`config.mk`:
```
export PLATFORM = sky130hd
export DESIGN_NAME = req_arbiter16_flat
export DESIGN_NICKNAME = d
export VERILOG_FILES = /design/src/rtl/arb_pkg.sv /design/src/rtl/req_arbiter16_if.sv /design/src/rtl/prio_enc16.sv /design/src/rtl/req_arbiter16.sv /design/src/flat_wrapper.sv
export SDC_FILE = /design/constraint.sdc
export NUM_CORES = 1
export LEC_CHECK = 0
export BUFFER_PORTS_ARGS = -buffer_cell sky130_fd_sc_hd__buf_2
export CORE_UTILIZATION = 61
export CTS_CLUSTER_DIAMETER = 120
export DETAILED_ROUTE_END_ITERATION = 12
export GPL_TIMING_DRIVEN = 0
export PLACE_DENSITY = 0.86
export SYNTH_ARGS = -nofsm -noshare
export SYNTH_HDL_FRONTEND = slang
export SYNTH_SLANG_ARGS = --single-unit
```
`constraint.sdc`:
```
create_clock -name clk -period 9.1 [get_ports clk]
set_input_delay 1.365 -clock clk [delete_from_list [all_inputs] [get_ports clk]]
set_output_delay 1.365 -clock clk [all_outputs]
set_load 0.1 [all_outputs]
```
`src/rtl/arb_pkg.sv`:
```
// Shared definitions for the 16-way request arbiter.
//   arb_state_e   : arbiter FSM states (idle / busy)
//   NO_GRANT_CODE : status code reported while no grant is active
//   N_REQ         : number of requesters the design supports
//   rot_right16() : cyclic right rotation used to re-base the priority search
package arb_pkg;

  localparam int unsigned N_REQ = 16;
  localparam logic [7:0] NO_GRANT_CODE = 8'hF0;

  typedef enum logic [0:0] {
    StIdle,
    StBusy
  } arb_state_e;

  // Result bit j takes vec[(j + amt) mod 16], so position 15 of the result
  // holds vec[amt - 1] and the priority encoder searches downward from there.
  function automatic logic [15:0] rot_right16(input logic [15:0] vec, input logic [3:0] amt);
    logic [31:0] dbl;
    dbl = {vec, vec} >> amt;
    return dbl[15:0];
  endfunction

endpackage

```
`src/rtl/req_arbiter16_if.sv`:
```
// Handshake bundle between the requesters and the arbiter.
//   req           : request vector, bit i = requester i
//   rr_mode       : 0 = fixed priority, 1 = round-robin
//   release_req   : current grantee is done
//   grant         : one-hot grant or all-zero
//   grant_idx     : index of current / last grantee
//   grant_valid   : a grant is active
//   status        : {4'h0, grant_idx} when granted, else 8'hF0
//   timeout_pulse : one-cycle pulse when a grant is revoked by the hold limit
// master = requester side, slave = arbiter side.
interface req_arbiter16_if;

  logic [15:0] req;
  logic        rr_mode;
  logic        release_req;
  logic [15:0] grant;
  logic [3:0]  grant_idx;
  logic        grant_valid;
  logic [7:0]  status;
  logic        timeout_pulse;

  modport master (
    output req,
    output rr_mode,
    output release_req,
    input  grant,
    input  grant_idx,
    input  grant_valid,
    input  status,
    input  timeout_pulse
  );

  modport slave (
    input  req,
    input  rr_mode,
    input  release_req,
    output grant,
    output grant_idx,
    output grant_valid,
    output status,
    output timeout_pulse
  );

endinterface

```
`src/rtl/prio_enc16.sv`:
```
// Combinational 16-bit priority encoder, highest set bit wins.
//   in_i  : input vector
//   idx_o : index of the highest set bit (0 when none set)
//   any_o : at least one bit of in_i is set
module prio_enc16 (
  input  logic [15:0] in_i,
  output logic [3:0]  idx_o,
  output logic        any_o
);

  // Ascending scan: later (higher) hits overwrite earlier ones.
  always_comb begin
    idx_o = '0;
    for (int i = 0; i < 16; i++) begin
      if (in_i[i]) begin
        idx_o = 4'(i);
      end
    end
  end

  assign any_o = |in_i;

endmodule

```
`src/rtl/req_arbiter16.sv`:
```
// 16-way sequential arbiter for one shared downstream resource.
// A winner is picked in IDLE (fixed highest-index-first or round-robin),
// registered, and held in BUSY until release, requester withdrawal or the
// hold limit. Every grant is followed by exactly one idle cycle.
//   clk  : rising-edge clock
//   rst  : synchronous active-high reset
//   bus  : request/grant bundle (slave side), see req_arbiter16_if
// Parameters:
//   NReq    : number of requesters, must be 16
//   MaxHold : max consecutive grant cycles, 0 disables the timeout
//   HoldW   : hold counter width, MaxHold < 2**HoldW
module req_arbiter16
  import arb_pkg::*;
#(
  parameter int unsigned NReq    = 16,
  parameter int unsigned MaxHold = 12,
  parameter int unsigned HoldW   = 4
) (
  input logic             clk,
  input logic             rst,
  req_arbiter16_if.slave  bus
);

  if (NReq != N_REQ) begin : gen_nreq_chk
    $error("req_arbiter16 supports exactly 16 requesters");
  end
  if (MaxHold >= (1 << HoldW)) begin : gen_hold_chk
    $error("req_arbiter16: MaxHold must be below 2**HoldW");
  end

  localparam bit               TimeoutEn = (MaxHold != 0);
  localparam logic [HoldW-1:0] HoldLast  = HoldW'(MaxHold - 1);

  arb_state_e       state_q, state_d;
  logic [15:0]      grant_q, grant_d;
  logic [3:0]       idx_q, idx_d;
  logic             valid_q, valid_d;
  logic [7:0]       status_q, status_d;
  logic             tpulse_q, tpulse_d;
  logic [3:0]       last_q, last_d;
  logic [HoldW-1:0] hold_q, hold_d;

  logic [3:0]  rot_amt;
  logic [15:0] req_rot;
  logic [3:0]  enc_idx;
  logic        enc_any;
  logic [3:0]  winner;
  logic        end_release;
  logic        end_withdraw;
  logic        end_timeout;

  // Rotating by last_q puts requester last_q-1 at the top of the search and
  // last_q itself at the bottom; fixed mode searches the raw vector.
  assign rot_amt = bus.rr_mode ? last_q : 4'd0;
  assign req_rot = rot_right16(bus.req, rot_amt);

  prio_enc16 u_prio_enc (
    .in_i  (req_rot),
    .idx_o (enc_idx),
    .any_o (enc_any)
  );

  // Undo the rotation (mod 16 wraps naturally in 4 bits).
  assign winner = enc_idx + rot_amt;

  assign end_release  = bus.release_req;
  assign end_withdraw = ~bus.req[idx_q];
  assign end_timeout  = TimeoutEn && (hold_q == HoldLast);

  always_comb begin
    state_d  = state_q;
    grant_d  = grant_q;
    idx_d    = idx_q;
    valid_d  = valid_q;
    status_d = status_q;
    tpulse_d = 1'b0;
    last_d   = last_q;
    hold_d   = hold_q;

    unique case (state_q)
      StIdle: begin
        if (enc_any) begin
          state_d  = StBusy;
          grant_d  = 16'(1) << winner;
          idx_d    = winner;
          valid_d  = 1'b1;
          status_d = {4'h0, winner};
          last_d   = winner;
          hold_d   = '0;
        end
      end
      StBusy: begin
        if (hold_q != '1) begin
          hold_d = hold_q + 1'b1;
        end
        if (end_release || end_withdraw || end_timeout) begin
          state_d  = StIdle;
          grant_d  = '0;
          valid_d  = 1'b0;
          status_d = NO_GRANT_CODE;
          // A coinciding release or withdrawal takes precedence: no pulse.
          tpulse_d = end_timeout && !end_release && !end_withdraw;
        end
      end
      default: begin
        state_d  = StIdle;
        grant_d  = '0;
        valid_d  = 1'b0;
        status_d = NO_GRANT_CODE;
      end
    endcase
  end

  always_ff @(posedge clk) begin
    if (rst) begin
      state_q  <= StIdle;
      grant_q  <= '0;
      idx_q    <= '0;
      valid_q  <= 1'b0;
      status_q <= NO_GRANT_CODE;
      tpulse_q <= 1'b0;
      last_q   <= 4'hF;
      hold_q   <= '0;
    end else begin
      state_q  <= state_d;
      grant_q  <= grant_d;
      idx_q    <= idx_d;
      valid_q  <= valid_d;
      status_q <= status_d;
      tpulse_q <= tpulse_d;
      last_q   <= last_d;
      hold_q   <= hold_d;
    end
  end

  assign bus.grant         = grant_q;
  assign bus.grant_idx     = idx_q;
  assign bus.grant_valid   = valid_q;
  assign bus.status        = status_q;
  assign bus.timeout_pulse = tpulse_q;

endmodule

```
`src/flat_wrapper.sv`:
```
// flat-port wrapper written by rule: the top's interface ports become plain ports
module req_arbiter16_flat import arb_pkg::*;
#(
  parameter int unsigned NReq    = 16,
  parameter int unsigned MaxHold = 12,
  parameter int unsigned HoldW   = 4
)
  (clk, rst, bus_req, bus_rr_mode, bus_release_req, bus_grant, bus_grant_idx, bus_grant_valid, bus_status, bus_timeout_pulse);
  req_arbiter16_if bus_i ();
  input logic clk;
  input logic rst;
  input wire logic [$bits(bus_i.req)-1:0] bus_req;
  input wire logic [$bits(bus_i.rr_mode)-1:0] bus_rr_mode;
  input wire logic [$bits(bus_i.release_req)-1:0] bus_release_req;
  output wire logic [$bits(bus_i.grant)-1:0] bus_grant;
  output wire logic [$bits(bus_i.grant_idx)-1:0] bus_grant_idx;
  output wire logic [$bits(bus_i.grant_valid)-1:0] bus_grant_valid;
  output wire logic [$bits(bus_i.status)-1:0] bus_status;
  output wire logic [$bits(bus_i.timeout_pulse)-1:0] bus_timeout_pulse;
  assign bus_i.req = bus_req;
  assign bus_i.rr_mode = bus_rr_mode;
  assign bus_i.release_req = bus_release_req;
  assign bus_grant = bus_i.grant;
  assign bus_grant_idx = bus_i.grant_idx;
  assign bus_grant_valid = bus_i.grant_valid;
  assign bus_status = bus_i.status;
  assign bus_timeout_pulse = bus_i.timeout_pulse;
  req_arbiter16 #(.NReq(NReq), .MaxHold(MaxHold), .HoldW(HoldW)) u_core (.clk(clk), .rst(rst), .bus(bus_i));
endmodule
```
==> reports/results.ini, run 1 <==
[run_status]
outcome=finished with violations
violations=design-rule violations

[setup_path]
worstPathRequired_ns=9.26
reg2reg_slack_ns=4.72
start_kind=primary input
arrival_ns=5.37
rr_startpoint=u_core.last_q[2]
crit_fanout=10
r2r_end=u_core.bus.status[2]
slowest_stage=buf_1
crit_chain=buf_6 > nand2_1 > inv_1 > buf_1 > mux2i_1 > mux2i_1 > o21a_1 > o211a_1 > o22ai_1 > a211oi_1 > a21oi_1 > ha_1 > ha_1 > nand2b_1 > nor2_1 > mux2_2 > o21ai_0 > a21oi_1
r2r_cells=17
endpoint_kind=flop
critical_path_class=in -> reg
max_stage_delay_ns=0.54

[synthesis]
synth_cells=295
syn-cell-area_mm2=0.00286
synth_nets=319
yosysTopAreaCell=dfxtp_1
synth-edff-count=0
synth_ff_type=dfxtp_1
ys_seq_area_frac=0.252
avgSynthCellArea_um2=9.70
postSynth.asyncResetShare=0
post-synth-top-area-fraction=0.252
ys_top_cells_by_area=dfxtp_1, mux4_2, mux2i_1
yosysWarnings=0
synth_seq_cells=36
yosysUniqueCellTypes=58

[layout]
layout_commonest_cell=buf_2
final_cell_mix=buf_2, nand2_1, dfxtp_1
instances_no_fill=403
diodes=0
fin_nets=374
fin_area_mm2=0.00328
syn_to_final_growth_pct=14.6
drive_gt1_frac=0.308

[clocking]
path_clk_slew_ns=0.07
holdBufCountCts=0
cts_tree=built
post_cts_buffers=0
clockBufferDepth=2
ctsHtreeMaxLevel=2
cts_made_buffers=5
cts_sinks=36
post_cts_resized=0
insertion_delay_ns=0.30
root_buffer=clkbuf_8

[global_routing]
grt_start_max_net_pins=13
grt_overflow_total=0
antenna_found_initial=0
grt_pass1_vias=2454
grt_pass1_wl_um=11900
track_usage=0.306

[die]
pin_count=50
die_w_um=70.5
die-area_mm2=0.00497
fp.dieH_um=70.5
start_util=0.644
placementRows=24
core_mm2=0.00444

[worst_hold_path]
min-delay-path-class=reg -> reg
hp-start=u_core.bus.grant[10]
hold_end=u_core.bus.grant[10]
hold_depth=2

[power_and_ir_drop]
ir_drop_v=0.000311
power_density_mw_per_mm2=311
cellLeakagePower_nw=1.35

[timing]
finalHoldViolations=0
skew_ns=0.00665
finalSetupTns_ns=0
slew_headroom=0.569
fin_crit_sh=0.572
setup_viol=0
hold_ws_ns=0.439
worst_slew_pin_slew_ns=0.647
rsz0062_at_grt=false
timing.fmax_mhz=192
period_needed_ns=5.21
drv_slew=0

[placement]
placedInstanceArea_mm2=0.00317
gp_congestion=0.936
dpl.cell_count=395
hpwlAfterDp_um=5430
portBuffers=48

[detailed_routing]
drc=6
wl_per_cell_um=17.7
drt.antenna.violating_nets=0
viasPerCell=6.68
dr_total_vias=2694
wl_um=7130
detail_route.first_pass.iterations=10
drtIter0Drc=227

[job]
maxCapViolations=0

[layout make-up]
type | count | area [um2]
Multi-Input combinational cell | 239 | 2020
Fill cell | 323 | 1170
Sequential cell | 36 | 721
Timing Repair Buffer | 48 | 240
Buffer | 17 | 108
Clock buffer | 5 | 68.8
Tap cell | 52 | 65.1
Clock inverter | 3 | 42.5
Inverter | 3 | 13.8
[where the power goes]
group	internal [W]	switching, W
clock	0.0000811	0.0000614
combinational	0.000204	0.000457
sequential	0.000190	0.0000258
total	0.000475	0.000544
[Yosys cell counts (3+ instances only)]
cell      number
mux2_1         5
nor3_1         8
dfxtp_1       36
a21oi_1       20
clkbuf_1       6
buf_4          3
nand2b_1       5
ha_1           4
o21ai_1        6
nand3_1       11
mux4_2        24
nor2_1        15
a211oi_1       5
a32o_1         8
and3_1         6
mux2i_1       18
nor3b_1        3
mux2_2         8
o22ai_1        4
nand2_1       38
o21ai_0        8
buf_6          4
and2_1         5
[registers in the layout (all words and copies together), names as in the netlist]
register,cells
u_core.bus.grant,16
u_core.bus.grant_idx,4
u_core.bus.grant_valid,1
u_core.bus.status,5
u_core.bus.timeout_pulse,1
u_core.hold_q,4
u_core.last_q,4
u_core.state_q,1
[kinds of logic after synthesis]
| group | share of synthesized area |
|---|---|
| and+or+nand+nor | 0.174 |
| DFF | 0.252 |
| xor gates and xnor gates | 0.0188 |
| adders and majority gates | 0.0175 |
| AOI/OAI and AO/OA | 0.179 |
| buffers and inverters | 0.0424 |
| muxes | 0.316 |
[worst max-delay path by stage]
| stage | from | end | slack [ns] | cells past startpoint |
|---|---|---|---|---|
| detailed placement | bus_rr_mode | u_core.bus.status[2] | 3.71 | 18 |
| global placement | bus_rr_mode | u_core.bus.status[2] | 3.82 | 18 |
| CTS | bus_rr_mode | u_core.bus.status[2] | 4.01 | 18 |
| global route | bus_rr_mode | u_core.bus.grant_idx[2] | 3.65 | 18 |
| floorplan | bus_rr_mode | u_core.bus.grant[6] | 4.33 | 18 |
| finish | bus_rr_mode | u_core.bus.status[2] | 3.89 | 18 |
[through the flow]
stage	total power, W	setup slack, ns	utilization
final	0.00102	3.89	0.738
after global routing	0.00107	3.65	0.738
after CTS	0.00101	4.01	0.738
after detailed placement	0.000869	3.71	0.713
after global placement	0.000855	3.82	0.713
after floorplan	0.000752	4.33	-
[layer usage]
metal	share of wire	global-route usage	up-vias
li1	-	-	1250
met1	0.44	0.422	1307
met2	0.48	0.484	124
met3	0.065	0.0548	13
met4	0.012	0.104	0
met5	0	0	-
[critical path: cells and delay by family]
kind | cells | cell delay, ns
muxes | 3 | 1.03
AOI/OAI and AO/OA | 7 | 1.41
and+or+nand+nor | 3 | 0.29
adders and majority gates | 2 | 0.39
buffers and inverters | 3 | 0.87
Note: power is estimated with default switching activity, not from simulation.
==> inputs of run 2 (changes only) <==
- CORE_UTILIZATION: 61 -> 51
- PLACE_DENSITY: 0.86 -> 0.77
- clock period: 9.1 -> 4.6 ns (I/O delays scaled with it)
==> run 2 against run 1 <==
Effect of this change: routed wire length up 0.53%; critical endpoint is now u_core.bus.grant[5]; sequential power up 98%; hold slack better by 0.0067 ns; clock skew down 0.0052 ns; cell count up 4.5%; the flow now finishes without violations; critical path type unchanged; clock power up 58%.
==> reports/results.ini, run 2 (same netlist as run 1, synthesis figures left out) <==
[run_status]
outcome=complete, no violations  ; was finished with violations

[clocking]
cts_sinks=36  ; unchanged
holdBufCountCts=0  ; unchanged
post_cts_buffers=0  ; unchanged
path_clk_slew_ns=0.07  ; about the same
ctsHtreeMaxLevel=2  ; unchanged
clockBufferDepth=2  ; unchanged
insertion_delay_ns=0.29  ; was 0.30 ns
post_cts_resized=0  ; unchanged
cts_made_buffers=5  ; unchanged
cts_tree=built  ; unchanged
root_buffer=clkbuf_8  ; unchanged

[setup_path]
cp_common_cell=a21oi_1
crit_fanout=10  ; unchanged
slowest_stage=mux4_2  ; was buf_1
arrival_ns=4.55  ; was 5.37 ns
start_kind=primary input  ; unchanged
crit_family=compound AO/OA/AOI/OAI gates  ; unchanged
r2r_cells=17  ; unchanged
r2r_end=u_core.bus.grant[5]  ; was u_core.bus.status[2]
crit_chain=buf_6 > nand2_4 > buf_6 > mux4_2 > mux2i_2 > mux2i_1 > o21a_1 > o211a_1 > o22ai_1 > a21oi_1 > a21oi_1 > ha_1 > ha_1 > nand2b_1 > o21ai_0 > a21oi_1 > nand2_1 > a32o_1  ; was buf_6 > nand2_1 > inv_1 > buf_1 > mux2i_1 > mux2i_1 > o21a_1 > o211a_1 > o22ai_1 > a211oi_1 > a21oi_1 > ha_1 > ha_1 > nand2b_1 > nor2_1 > mux2_2 > o21ai_0 > a21oi_1
rr_startpoint=u_core.last_q[0]  ; was u_core.last_q[2]
reg2reg_slack_ns=0.40  ; was 4.72 ns
critical_path_class=in -> reg  ; unchanged
max_stage_delay_ns=0.55  ; was 0.54 ns
setup.worst_path.start=bus_rr_mode  ; unchanged
path_buf_inv=2  ; was 3
endpoint_kind=flop  ; unchanged
worstPathRequired_ns=4.79  ; was 9.26 ns

[timing]
period_needed_ns=4.36
drv_slew=0  ; unchanged
rsz0062_at_grt=false  ; unchanged
slew_headroom=0.652  ; was 0.569
hold_ws_ns=0.446  ; was 0.439 ns
timing.fmax_mhz=229
layout_setup_ws_ns=0.238  ; was 3.89 ns
fin_crit_sh=0.948
setup_viol=0  ; unchanged
skew_ns=0.00142  ; was 0.00665 ns
worst_slew_pin_slew_ns=0.507  ; was 0.647 ns
finalHoldViolations=0  ; unchanged

[die]
core_mm2=0.00527  ; was 0.00444 mm2
fp.dieH_um=76.9  ; was 70.5 um
placementRows=26  ; was 24
die_w_um=76.9  ; was 70.5 um
die-area_mm2=0.00591  ; was 0.00497 mm2
start_util=0.543  ; was 0.644
pin_count=50  ; unchanged

[global_routing]
grt_busiest_layer=met2  ; unchanged
grt_start_max_net_pins=13  ; unchanged
grt_pass1_wl_um=11800  ; was 11,900 um
grtUsageMet1=0.331  ; was 0.422
antenna_found_initial=0  ; unchanged
grt_pass1_vias=2488  ; was 2,454
grt_util_met3=0.0488  ; was 0.0548
grt_use_met2=0.412  ; was 0.484
track_usage=0.248  ; was 0.306
grt_overflow_total=0  ; unchanged

[power_and_ir_drop]
ir_drop_v=0.000502  ; was 0.000311 V
totalPowerFinal_w=0.00196  ; was 0.00102 W
power_density_mw_per_mm2=596  ; was 311 mW/mm2
cellLeakagePower_nw=1.34  ; was 1.35 nW

[placement]
gp_congestion=0.897  ; was 0.936
portBuffers=48  ; unchanged
pre_cts_ws_ns=-0.190  ; was 3.71 ns
hpwlAfterDp_um=5490  ; was 5430 um
dpl.cell_count=413  ; was 395

[detailed_routing]
detail_route.first_pass.iterations=5  ; was 10
drtIter0Drc=235  ; was 227
dr_total_vias=2668  ; was 2,694
wl_um=7160  ; was 7130 um
wl_per_cell_um=17.0  ; was 17.7 um
drc=0  ; was 6
drt.antenna.violating_nets=0  ; unchanged
viasPerCell=6.34  ; was 6.68

[job]
maxCapViolations=0  ; unchanged

[layout]
syn_to_final_growth_pct=14.7  ; was 14.6%
drive_gt1_frac=0.313  ; was 0.308
largest_reg_flops=16  ; unchanged
final_cell_mix=buf_2, nand2_1, dfxtp_1  ; unchanged
layout_commonest_cell=buf_2  ; unchanged
fin_nets=374  ; unchanged
instances_no_fill=421  ; was 403
final_util=0.623  ; was 0.738
nFillCells=471  ; was 323
diodes=0  ; unchanged

[worst_hold_path]
hold_end=u_core.bus.grant[15]  ; was u_core.bus.grant[10]
hold_depth=2  ; unchanged
min-delay-path-class=reg -> reg  ; unchanged
hp-start=u_core.bus.grant[15]  ; was u_core.bus.grant[10]

run 2: metrics by stage:
step                      setup TNS (ns)  cell area [um2]
after floorplan                        0             2860
after global placement            -0.278             3190
after detailed placement           -1.02             3190
after CTS                              0             3280
after global routing                   0             3280
final                                  0             3280
run 2: worst register-to-register path, delay by kind of cell, from the launching register on:
family / cells / cell delay [ns]
AOI/OAI and AO/OA: 8 / 1.57
adders and majority gates: 2 / 0.42
buffers and inverters: 1 / 0.20
DFF: 1 / 0.34
muxes: 3 / 1.06
and+or+nand+nor: 3 / 0.50
run 2: per-layer routing:
metal | up-vias | routed length (um)
li1 | 1255 | -
met4 | 0 | 43
met2 | 118 | 3420
met5 | - | 0
met3 | 7 | 496
met1 | 1288 | 3200
run 2: cell type report:
class,instances,area (um2),area share
plain buffers,17,109,0.0332
multi-input cells,239,2020,0.616
well taps,70,87.6,0.0267
repair buffers,48,240,0.0732
inverters,3,13.8,0.00419
flip-flops and latches,36,721,0.220
clock buffers,5,68.8,0.0210
clock inverters,3,18.8,0.00572
run 2: worst max-delay path by stage:
| stage | to | depth (start not counted) | slack, ns |
|---|---|---|---|
| floorplan | u_core.bus.grant[6] | 18 | 0.51 |
| global placement | u_core.bus.status[2] | 18 | -0.1 |
| detailed placement | u_core.bus.status[2] | 18 | -0.19 |
| CTS | u_core.bus.status[2] | 18 | 0.1 |
| global route | u_core.bus.grant[8] | 18 | 0.08 |
| finish | u_core.bus.grant[5] | 18 | 0.24 |
run 2: power breakdown:
| group | internal [W] | total, W | switching [W] | leakage [nW] |
|---|---|---|---|---|
| clock | 0.000105 | 0.000224 | 0.000119 | 0.0479 |
| combinational | 0.000406 | 0.00131 | 0.000902 | 0.999 |
| sequential | 0.000375 | 0.000425 | 0.0000494 | 0.295 |
| total | 0.000887 | 0.00196 | 0.00107 | 1.34 |
